### config.mk
export PLATFORM = sky130hd
export DESIGN_NAME = memory_access
export DESIGN_NICKNAME = d
export VERILOG_FILES = /design/src/rtl/memory_access.sv
export SDC_FILE = /design/constraint.sdc
export NUM_CORES = 1
export LEC_CHECK = 0
export ABC_AREA = 0
export BUFFER_PORTS_ARGS = -buffer_cell sky130_fd_sc_hd__buf_4
export CORE_ASPECT_RATIO = 1.1
export CORE_MARGIN = 3
export CORE_UTILIZATION = 30
export DETAILED_ROUTE_END_ITERATION = 7
export PLACE_DENSITY = 0.7
export SYNTH_ARGS = -nofsm -noshare
export SYNTH_HDL_FRONTEND = slang
export SYNTH_SLANG_ARGS = --single-unit
### constraint.sdc
create_clock -name clk -period 0.8 [get_ports clk]
set_input_delay 0.08 -clock clk [delete_from_list [all_inputs] [get_ports clk]]
set_output_delay 0.08 -clock clk [all_outputs]
set_load 0.05 [all_outputs]
### src/rtl/memory_access.sv
// MEM stage of the 16-bit pipelined core: drives the main-memory port and the MA/WB register.
// Optional store-to-load forwarding is enabled by defining MEM_ACCESS_FWD_EN.
module memory_access #(
    parameter int              DATA_W    = 16,
    parameter int              ADDR_W    = 8,
    parameter int              REG_IDX_W = 4,
    parameter int              CTRL_W    = 4,
    parameter logic [CTRL_W-1:0] LOAD_OP  = 4'b1100,
    parameter logic [CTRL_W-1:0] STORE_OP = 4'b1110
) (
    input  logic                 clk,
    input  logic                 reset,
    input  logic [CTRL_W-1:0]    control_ex,
    input  logic [DATA_W-1:0]    result_ex,
    input  logic [DATA_W-1:0]    reg_data_ex,
    input  logic [REG_IDX_W-1:0] dest_reg_index_ex,
    input  logic                 dest_reg_write_en_ex,
    input  logic [DATA_W-1:0]    data_from_main_memory,
    output logic [ADDR_W-1:0]    address_to_main_memory,
    output logic [DATA_W-1:0]    data_to_main_memory,
    output logic                 data_to_memory_write_en,
    output logic [REG_IDX_W-1:0] dest_reg_index_ma,
    output logic                 dest_reg_write_en_ma,
    output logic [DATA_W-1:0]    result_ma,
    output logic [DATA_W-1:0]    data_ma,
    output logic [CTRL_W-1:0]    control_ma
);

    logic is_load;
    logic is_store;
    logic [ADDR_W-1:0] mem_addr;
    logic [DATA_W-1:0] load_data;

    assign is_load  = (control_ex == LOAD_OP);
    assign is_store = (control_ex == STORE_OP);

    // Upper result bits are ignored, so addresses wrap inside the 256-word memory.
    assign mem_addr = result_ex[ADDR_W-1:0];

    assign address_to_main_memory  = mem_addr;
    assign data_to_main_memory     = reg_data_ex;
    assign data_to_memory_write_en = is_store;

`ifdef MEM_ACCESS_FWD_EN
    logic [ADDR_W-1:0] st_addr_q;
    logic [DATA_W-1:0] st_data_q;
    logic              st_vld_q;
    logic              fwd_hit;

    // Remember the most recent store so a following load sees it even if memory commits late.
    always_ff @(posedge clk) begin
        if (reset) begin
            st_addr_q <= '0;
            st_data_q <= '0;
            st_vld_q  <= 1'b0;
        end else if (is_store) begin
            st_addr_q <= mem_addr;
            st_data_q <= reg_data_ex;
            st_vld_q  <= 1'b1;
        end
    end

    assign fwd_hit   = st_vld_q && (st_addr_q == mem_addr);
    assign load_data = fwd_hit ? st_data_q : data_from_main_memory;
`else
    assign load_data = data_from_main_memory;
`endif

    logic [REG_IDX_W-1:0] idx_d,    idx_q;
    logic                 we_d,     we_q;
    logic [DATA_W-1:0]    result_d, result_q;
    logic [DATA_W-1:0]    data_d,   data_q;
    logic [CTRL_W-1:0]    ctrl_d,   ctrl_q;

    // Next MA/WB entry; stores never write back and only loads carry data.
    always_comb begin
        idx_d    = dest_reg_index_ex;
        we_d     = dest_reg_write_en_ex & ~is_store;
        result_d = result_ex;
        data_d   = is_load ? load_data : '0;
        ctrl_d   = control_ex;
    end

    // MA/WB pipeline register; reset squashes the in-flight entry.
    always_ff @(posedge clk) begin
        if (reset) begin
            idx_q    <= '0;
            we_q     <= 1'b0;
            result_q <= '0;
            data_q   <= '0;
            ctrl_q   <= '0;
        end else begin
            idx_q    <= idx_d;
            we_q     <= we_d;
            result_q <= result_d;
            data_q   <= data_d;
            ctrl_q   <= ctrl_d;
        end
    end

    assign dest_reg_index_ma    = idx_q;
    assign dest_reg_write_en_ma = we_q;
    assign result_ma            = result_q;
    assign data_ma              = data_q;
    assign control_ma           = ctrl_q;

endmodule

Word level (Yosys, flattened, before mapping)
Cells that the tools add are included.
{"block": "classes", "eq_ne": 2, "bitwise_logic": 3, "n_reduce_logical": 1}
{"operator": "$eq A4 B4 Y1 const B", "n": 2}
{"operator": "$not A1 Y1", "n": 2}
{"operator": "$reduce_or A2 Y1", "n": 1}
{"operator": "$and A1 B1 Y1", "n": 1}
{"block": "word_totals", "word_cells": 11, "regBits": 41, "inputBits": 59, "output_inout_bits": 66}

Depth between registers and ports, before layout
Gate-level depths: netlist of run 1.
{"block": "depth", "word_depth": 3, "depth_mapped": 3}

Worst setup path before layout of run 1
No wires, ideal clock.
{"block": "synth_path", "path_type": "input to register", "from": "input port control_ex[0]", "to": "register we_q (netlist: dest_reg_write_en_ma)", "arrival_time_ns": 0.603, "path_buffers": 0, "cell_stages": 2, "path_slack_ns": 0.067, "path_cell_list": "and4b_2 nor3b_1"}
{"block": "synth_between", "elab_chain_len": 3}
{"item": "start, declared", "line_no": "13", "source": "input logic [CTRL_W-1:0] control_ex,"}
{"item": "$eq A4 B4 Y1", "line_no": "35", "source": "assign is_store = (control_ex == STORE_OP);"}
{"item": "$not A1 Y1", "line_no": "78", "source": "we_d = dest_reg_write_en_ex & ~is_store;"}
{"item": "$and A1 B1 Y1", "line_no": "78"}
{"item": "end signal, assigned", "line_no": "94", "source": "we_q <= we_d;"}
{"item": "end, declared", "line_no": "70", "source": "logic we_d, we_q;"}
No other way between the ends.
A chain may end at the register's enable or synchronous reset.

Worst setup path after layout of run 1
{"block": "layout_path", "from": "register ctrl_q[0] (netlist: control_ma[0])", "to": "output port control_ma[0]"}
{"item": "start, declared", "line_no": "73", "source": "logic [CTRL_W-1:0] ctrl_d, ctrl_q;"}
{"item": "start signal, assigned", "line_no": "97", "source": "ctrl_q <= ctrl_d;"}
{"item": "end, declared", "line_no": "26", "source": "output logic [CTRL_W-1:0] control_ma"}
No word-level cell between the ends.

==> flow_summary.yaml, run 1 <==
sta:
  min_period_ns: 0.862
  hold_viol_final: 0
  slew_headroom: 0.855
  fin_ws_ns: -0.0617
  rsz0062_at_grt: "yes"
  fmax_mhz: 1160
  slew_violations: 0
  fin_crit_sh: 1.08
  setup_viol: 41
  tightest_slew_ns: 0.216
die:
  floorplan.initialDensity: 0.324
  die_width_um: 69.5
  dieArea_um2: 5270
  ios: 125
  rows: 24
  die_h_um: 75.9
  core_area_um2: 4110
clocking:
  postCtsSetupBuffers: 0
  clockRootBuffer: "clkbuf_8"
  path_clk_slew_ns: 0.08
  cts_tree: "yes"
  clock_path_buffers: 2
  htree_levels: 2
  numCtsBuffers: 5
  cts.sinks: 41
synthesis:
  syn_area_um2: 1330
  syn_area_per_cell_um2: 11.8
  syn_nets: 172
  yosysTopAreaCell: "dfxtp_1"
  yosysSeqAreaShare: 0.617
  synthArstFlopShare: 0
  ys_warn_count: 0
  synth-main-ff-cell: "dfxtp_1"
  synth_seq_cells: 41
  synth.top_cell.area_share: 0.617
  synth_cells: 113
  yosysMostFrequentCell: "dfxtp_1"
  synthDistinctLibCells: 13
  synth_common_cells: "dfxtp_1 (41), buf_4 (24), nor2b_1 (21), and3_1 (10), and3_2 (6)"
  synthTopCellsByArea: "dfxtp_1 (62%), buf_4 (14%), nor2b_1 (9.9%)"
  synth_edf_count: 0
worst_setup_path:
  crit_required_ns: 0.72
  critPathMaxStageDelay_ns: 0.35
  cp_top_family: "flip-flops"
  crit_buf_inv: 1
  crit_path_cell_trace: "buf_8"
  crit_fanout: 1
  cp.arrival_ns: 0.78
  slowest_stage: "dfxtp_2"
  crit_end: "control_ma[0]"
  worstSetupPathDepth: 1
  critical_path_class: "reg -> out"
  cp-end-kind: "output pin"
  setup.worst_path.start_class: "flop"
  cp-startpoint: "control_ma[0]"
cells_and_area:
  drive_above_1_share: 0.766
  final_core_util: 0.604
  diodes: 0
  layout.nets: 259
  multi_input_area_um2: 305
  n_fill_cell: 327
  register_area_um2: 872
  fin_cells: 253
  syn2layout_area_growth_pct: 86.7
place:
  globalplace.congestion: 0.645
  place_hpwl_mm: 2.42
  io_buffers: 92
  place_inst: 233
hold_path:
  hp-class: "in -> reg"
  hold_start: "result_ex[0]"
route:
  routedWlPerCell_um: 13.1
  drtAntennaViolNets: 0
  drt-initial-drc-count: 36
  drc_errors: 0
  dr.pass1.iters: 4
  finalWirelength_mm: 3.31
  dr_total_vias: 1042
  avgViaCountPerCell: 4.12
global_routing:
  antenna_found_initial: 0
  grt_overflow: 0
  grt_pass1_vias: 1020
  grt_pass1_wl_mm: 4.76
  grt_usage: 0.121
  grt_max_degree: 17
power_and_ir_drop:
  p_per_area_nw_per_um2: 1770
  leakage_nw: 1.18
  irDropWorstVdd_mv: 1.43
outcome:
  violations: "negative setup slack"
  status: "complete, but fails checks"
run:
  cap_violations: 0
[worst min path at each step]
stage	end	cells past startpoint	slack (ns)
floorplan	result_ma[13]	1	0.15
global placement	data_to_main_memory[0]	0	0.16
detailed placement	data_to_main_memory[0]	0	0.16
CTS	result_ma[3]	2	0.004
global route	control_ma[3]	2	-0.0004
finish	result_ma[0]	2	0.009
[stage by stage]
step | instance area [um^2] | TNS [ns] | power (mW) | setup WS [ns] | hold WS [ns]
final | 2490 | -1.75 | 4.40 | -0.0617 | 0.00853
after global routing | 2490 | -3.16 | 4.59 | -0.0990 | -0.000430
after CTS | 2440 | -2.29 | 4.43 | -0.0723 | 0.00376
after detailed placement | 1920 | -0.0374 | 2.97 | -0.0151 | 0.160
after global placement | 1920 | 0 | 2.97 | 0.0172 | 0.160
after floorplan | 1330 | 0 | 2.86 | 0.0674 | 0.152
[power by group]
group	internal (mW)	switching (mW)
clock network	0.602	0.693
logic	0.449	0.482
registers	2.13	0.0464
[routing by layer]
| metal | track usage | share of wire | up-vias |
|---|---|---|---|
| met5 | 0 | 0 | - |
| met4 | 0.0629 | 0.018 | 0 |
| met3 | 0.0778 | 0.13 | 7 |
| met2 | 0.214 | 0.53 | 72 |
| met1 | 0.110 | 0.32 | 456 |
| li1 | - | - | 507 |
[area by class of cell]
type / count / area share
timing repair buffer: 108 / 0.466
sequential: 41 / 0.351
multi-input combinational: 44 / 0.123
clock buffer: 5 / 0.0277
tap: 52 / 0.0262
clock inverter: 3 / 0.00705
[state kept, by name (all words and copies together) (netlist names)]
register,flops
control_ma,4
data_ma,16
dest_reg_index_ma,4
dest_reg_write_en_ma,1
result_ma,16
[cells in the final DEF, fill, tap and decap left out]
cell | netlist | final
buf_4 | 24 | 53
dfxtp_2 | 0 | 41
buf_8 | 0 | 39
nor2b_1 | 21 | 21
dlygate4sd3_1 | 0 | 12
and3_1 | 10 | 10
and3_2 | 6 | 6
clkbuf_8 | 0 | 5
and2b_1 | 3 | 3
buf_6 | 1 | 3
clkinv_2 | 0 | 2
and4b_2 | 1 | 1
and2_4 | 1 | 1
nor3_4 | 1 | 1
nor3b_1 | 1 | 1
clkinvlp_4 | 0 | 1
buf_12 | 0 | 1
[cells by family (layout without fill, tap and decap cells)]
| kind of cell | after synthesis | in the layout | synth area share |
|---|---|---|---|
| DFF | 41 | 41 | 0.617 |
| buffers and inverters | 28 | 116 | 0.154 |
| and+or+nand+nor | 44 | 44 | 0.229 |
[what timing repair did]
| item | 4_1_cts | 5_1_grt |
|---|---|---|
| setup endpoints to repair | 42 | 41 |
| resized for setup | 111 | 11 |
| hold buffers | 12 | 0 |
| endpoints found under the hold margin | 12 | 0 |
Power figures use the tool's default switching activity.
==> run 2, diff against run 1 <==
--- a/config.mk
+++ b/config.mk
@@ -12,6 +12,7 @@
 export CORE_UTILIZATION = 30
 export DETAILED_ROUTE_END_ITERATION = 7
 export PLACE_DENSITY = 0.7
+export SETUP_SLACK_MARGIN = 0.4
 export SYNTH_ARGS = -nofsm -noshare
 export SYNTH_HDL_FRONTEND = slang
 export SYNTH_SLANG_ARGS = --single-unit
==> run 2 against run 1 <==
  * The flow still finishes with violations (negative setup slack)
  * Flip-flop and latch count is the same
  * Worst hold slack got worse by 0.0057 ns
  * First-iteration DRC count is 14% higher
  * Sequential share of layout area increased by 0.84 points
  * Worst setup slack got worse by 0.011 ns
  * Non-clock buffer count is 11 lower
  * Critical path depth unchanged
  * Combinational power is 5.9% higher
  * Die area stayed put
  * Clock-buffer cell count stayed put
  * Maximum frequency shrank 1.3%
  * Via count up 0.67%
  * Critical path type unchanged
==> flow_summary.yaml, run 2 (synthesis gave the netlist of run 1 again) <==
outcome:
  status: "complete, but fails checks"
  violations: "negative setup slack"
run:
  cap_violations: 0
worst_setup_path:
  critical_path_class: "reg -> out"
  crit_required_ns: 0.72
  worstSetupPathDepth: 1
  cp.arrival_ns: 0.79
  crit_fanout: 1
  crit_path_cell_trace: "buf_8"
  cp-end-kind: "output pin"
  slowest_stage: "dfxtp_4"
  critPathMaxStageDelay_ns: 0.36
  cp_top_family: "flip-flops"
  crit_buf_inv: 1
  setup.worst_path.start_class: "flop"
die:
  die_h_um: 75.9
  floorplan.initialDensity: 0.324
  die_width_um: 69.5
  rows: 24
  dieArea_um2: 5270
  ios: 125
  core_area_um2: 4110
place:
  io_buffers: 92
  post_dp_cell_area_um2: 2070
  place_ws_ns: -0.0655
  place_hpwl_mm: 2.76
  globalplace.congestion: 0.832
power_and_ir_drop:
  p_per_area_nw_per_um2: 1710
  leakage_nw: 1.18
  p_int_mw: 3.43
  irDropWorstVdd_mv: 0.921
  p_seq_frac: 0.451
  p_switching_mw: 1.19
  swShare: 0.258
  power.share.combinational: 0.214
  pwr-share-clk: 0.335
sta:
  setup_viol: 41
  fin_ws_ns: -0.0728
  min_period_ns: 0.873
  hold_viol_final: 0
  tightest_slew_ns: 0.187
  fin_tns_setup_ns: -2.12
  slew_violations: 0
  fin_crit_sh: 1.09
  slew_headroom: 0.875
  rsz0062_at_grt: "yes"
  holdWs_ns: 0.00286
  fmax_mhz: 1150
clocking:
  htree_levels: 2
  clock_path_buffers: 2
  cts_tree: "yes"
  clockRootBuffer: "clkbuf_8"
  path_clk_slew_ns: 0.07
  cts.sinks: 41
  numCtsBuffers: 5
route:
  dr_total_vias: 1049
  drtAntennaViolNets: 0
  drt-initial-drc-count: 41
  drc_errors: 0
  avgViaCountPerCell: 4.35
  routedWlPerCell_um: 15.6
  dr.pass1.iters: 3
  finalWirelength_mm: 3.75
global_routing:
  antenna_found_initial: 0
  grt_pass1_wl_mm: 5.62
  grt_overflow: 0
  grt_pass1_vias: 1090
  grt_usage: 0.145
  grt_max_degree: 17
cells_and_area:
  mostFrequentLayoutCells: "buf_8 (54), dfxtp_4 (40), buf_4 (33)"
  final_core_util: 0.658
  diodes: 0
  syn2layout_area_growth_pct: 103
  multi_input_area_um2: 385
  register_area_um2: 972
  layout.nets: 248
  final_cell_area_um2: 2710
  final_common_cell: "buf_8"
  drive_above_1_share: 0.873
  n_fill_cell: 297
hold_path:
  hold-path-cell-count: 2
  hp-class: "in -> reg"
## run 2: changes by cell type in the layout (fill, tap and decap cells not counted), moves of 10 or more
cell / previous run / this run
buf_8: 39 / 54
buf_4: 53 / 33
dfxtp_4: 0 / 40
and3_4: 0 / 16
dlygate4sd3_1: 12 / 0
and3_1: 10 / 0
dfxtp_2: 41 / 1
## run 2: worst paths after layout
path                      start             to  slack (ns)
setup / recovery     data_ma[5]     data_ma[5]       -0.07
hold / removal    result_ex[12]  result_ma[12]       0.003
## run 2: final cells by class
type                       count  area share
clock buffer                   5      0.0254
clock inverter                 2      0.0129
multi-input combinational     44       0.142
sequential                    41       0.359
tap                           52      0.0240
timing repair buffer          97       0.436
## run 2: through the flow
stage | power, mW | instances
2_1_floorplan | 2.79 | 113
3_3_place_gp | 2.88 | 232
3_5_place_dp | 2.90 | 232
4_1_cts | 4.68 | 241
5_1_grt | 4.80 | 241
6_report | 4.62 | 241
## run 2: timing repair
| item | 4_1_cts | 5_1_grt |
|---|---|---|
| setup endpoints to repair | 66 | 63 |
| resized for setup | 129 | 5 |
| pin swaps | 13 | 1 |
| hold endpoints to repair | 5 | 2 |
| setup buffers | 2 | 0 |
## run 2: routing by layer
layer	vias to the layer above	track usage	routed length (um)
met5	-	0	0
met1	468	0.151	1260
li1	482	-	-
met2	81	0.254	1910
met4	0	0.0911	138
met3	18	0.0501	434
## run 2: power groups by stage
stage | Clock [mW] | Combinational [mW] | Sequential (mW)
floorplan | 0 | 0.418 | 2.37
global placement | 0 | 0.786 | 2.10
detailed placement | 0 | 0.796 | 2.10
CTS | 1.61 | 0.982 | 2.08
global route | 1.69 | 1.03 | 2.09
finish | 1.55 | 0.987 | 2.08
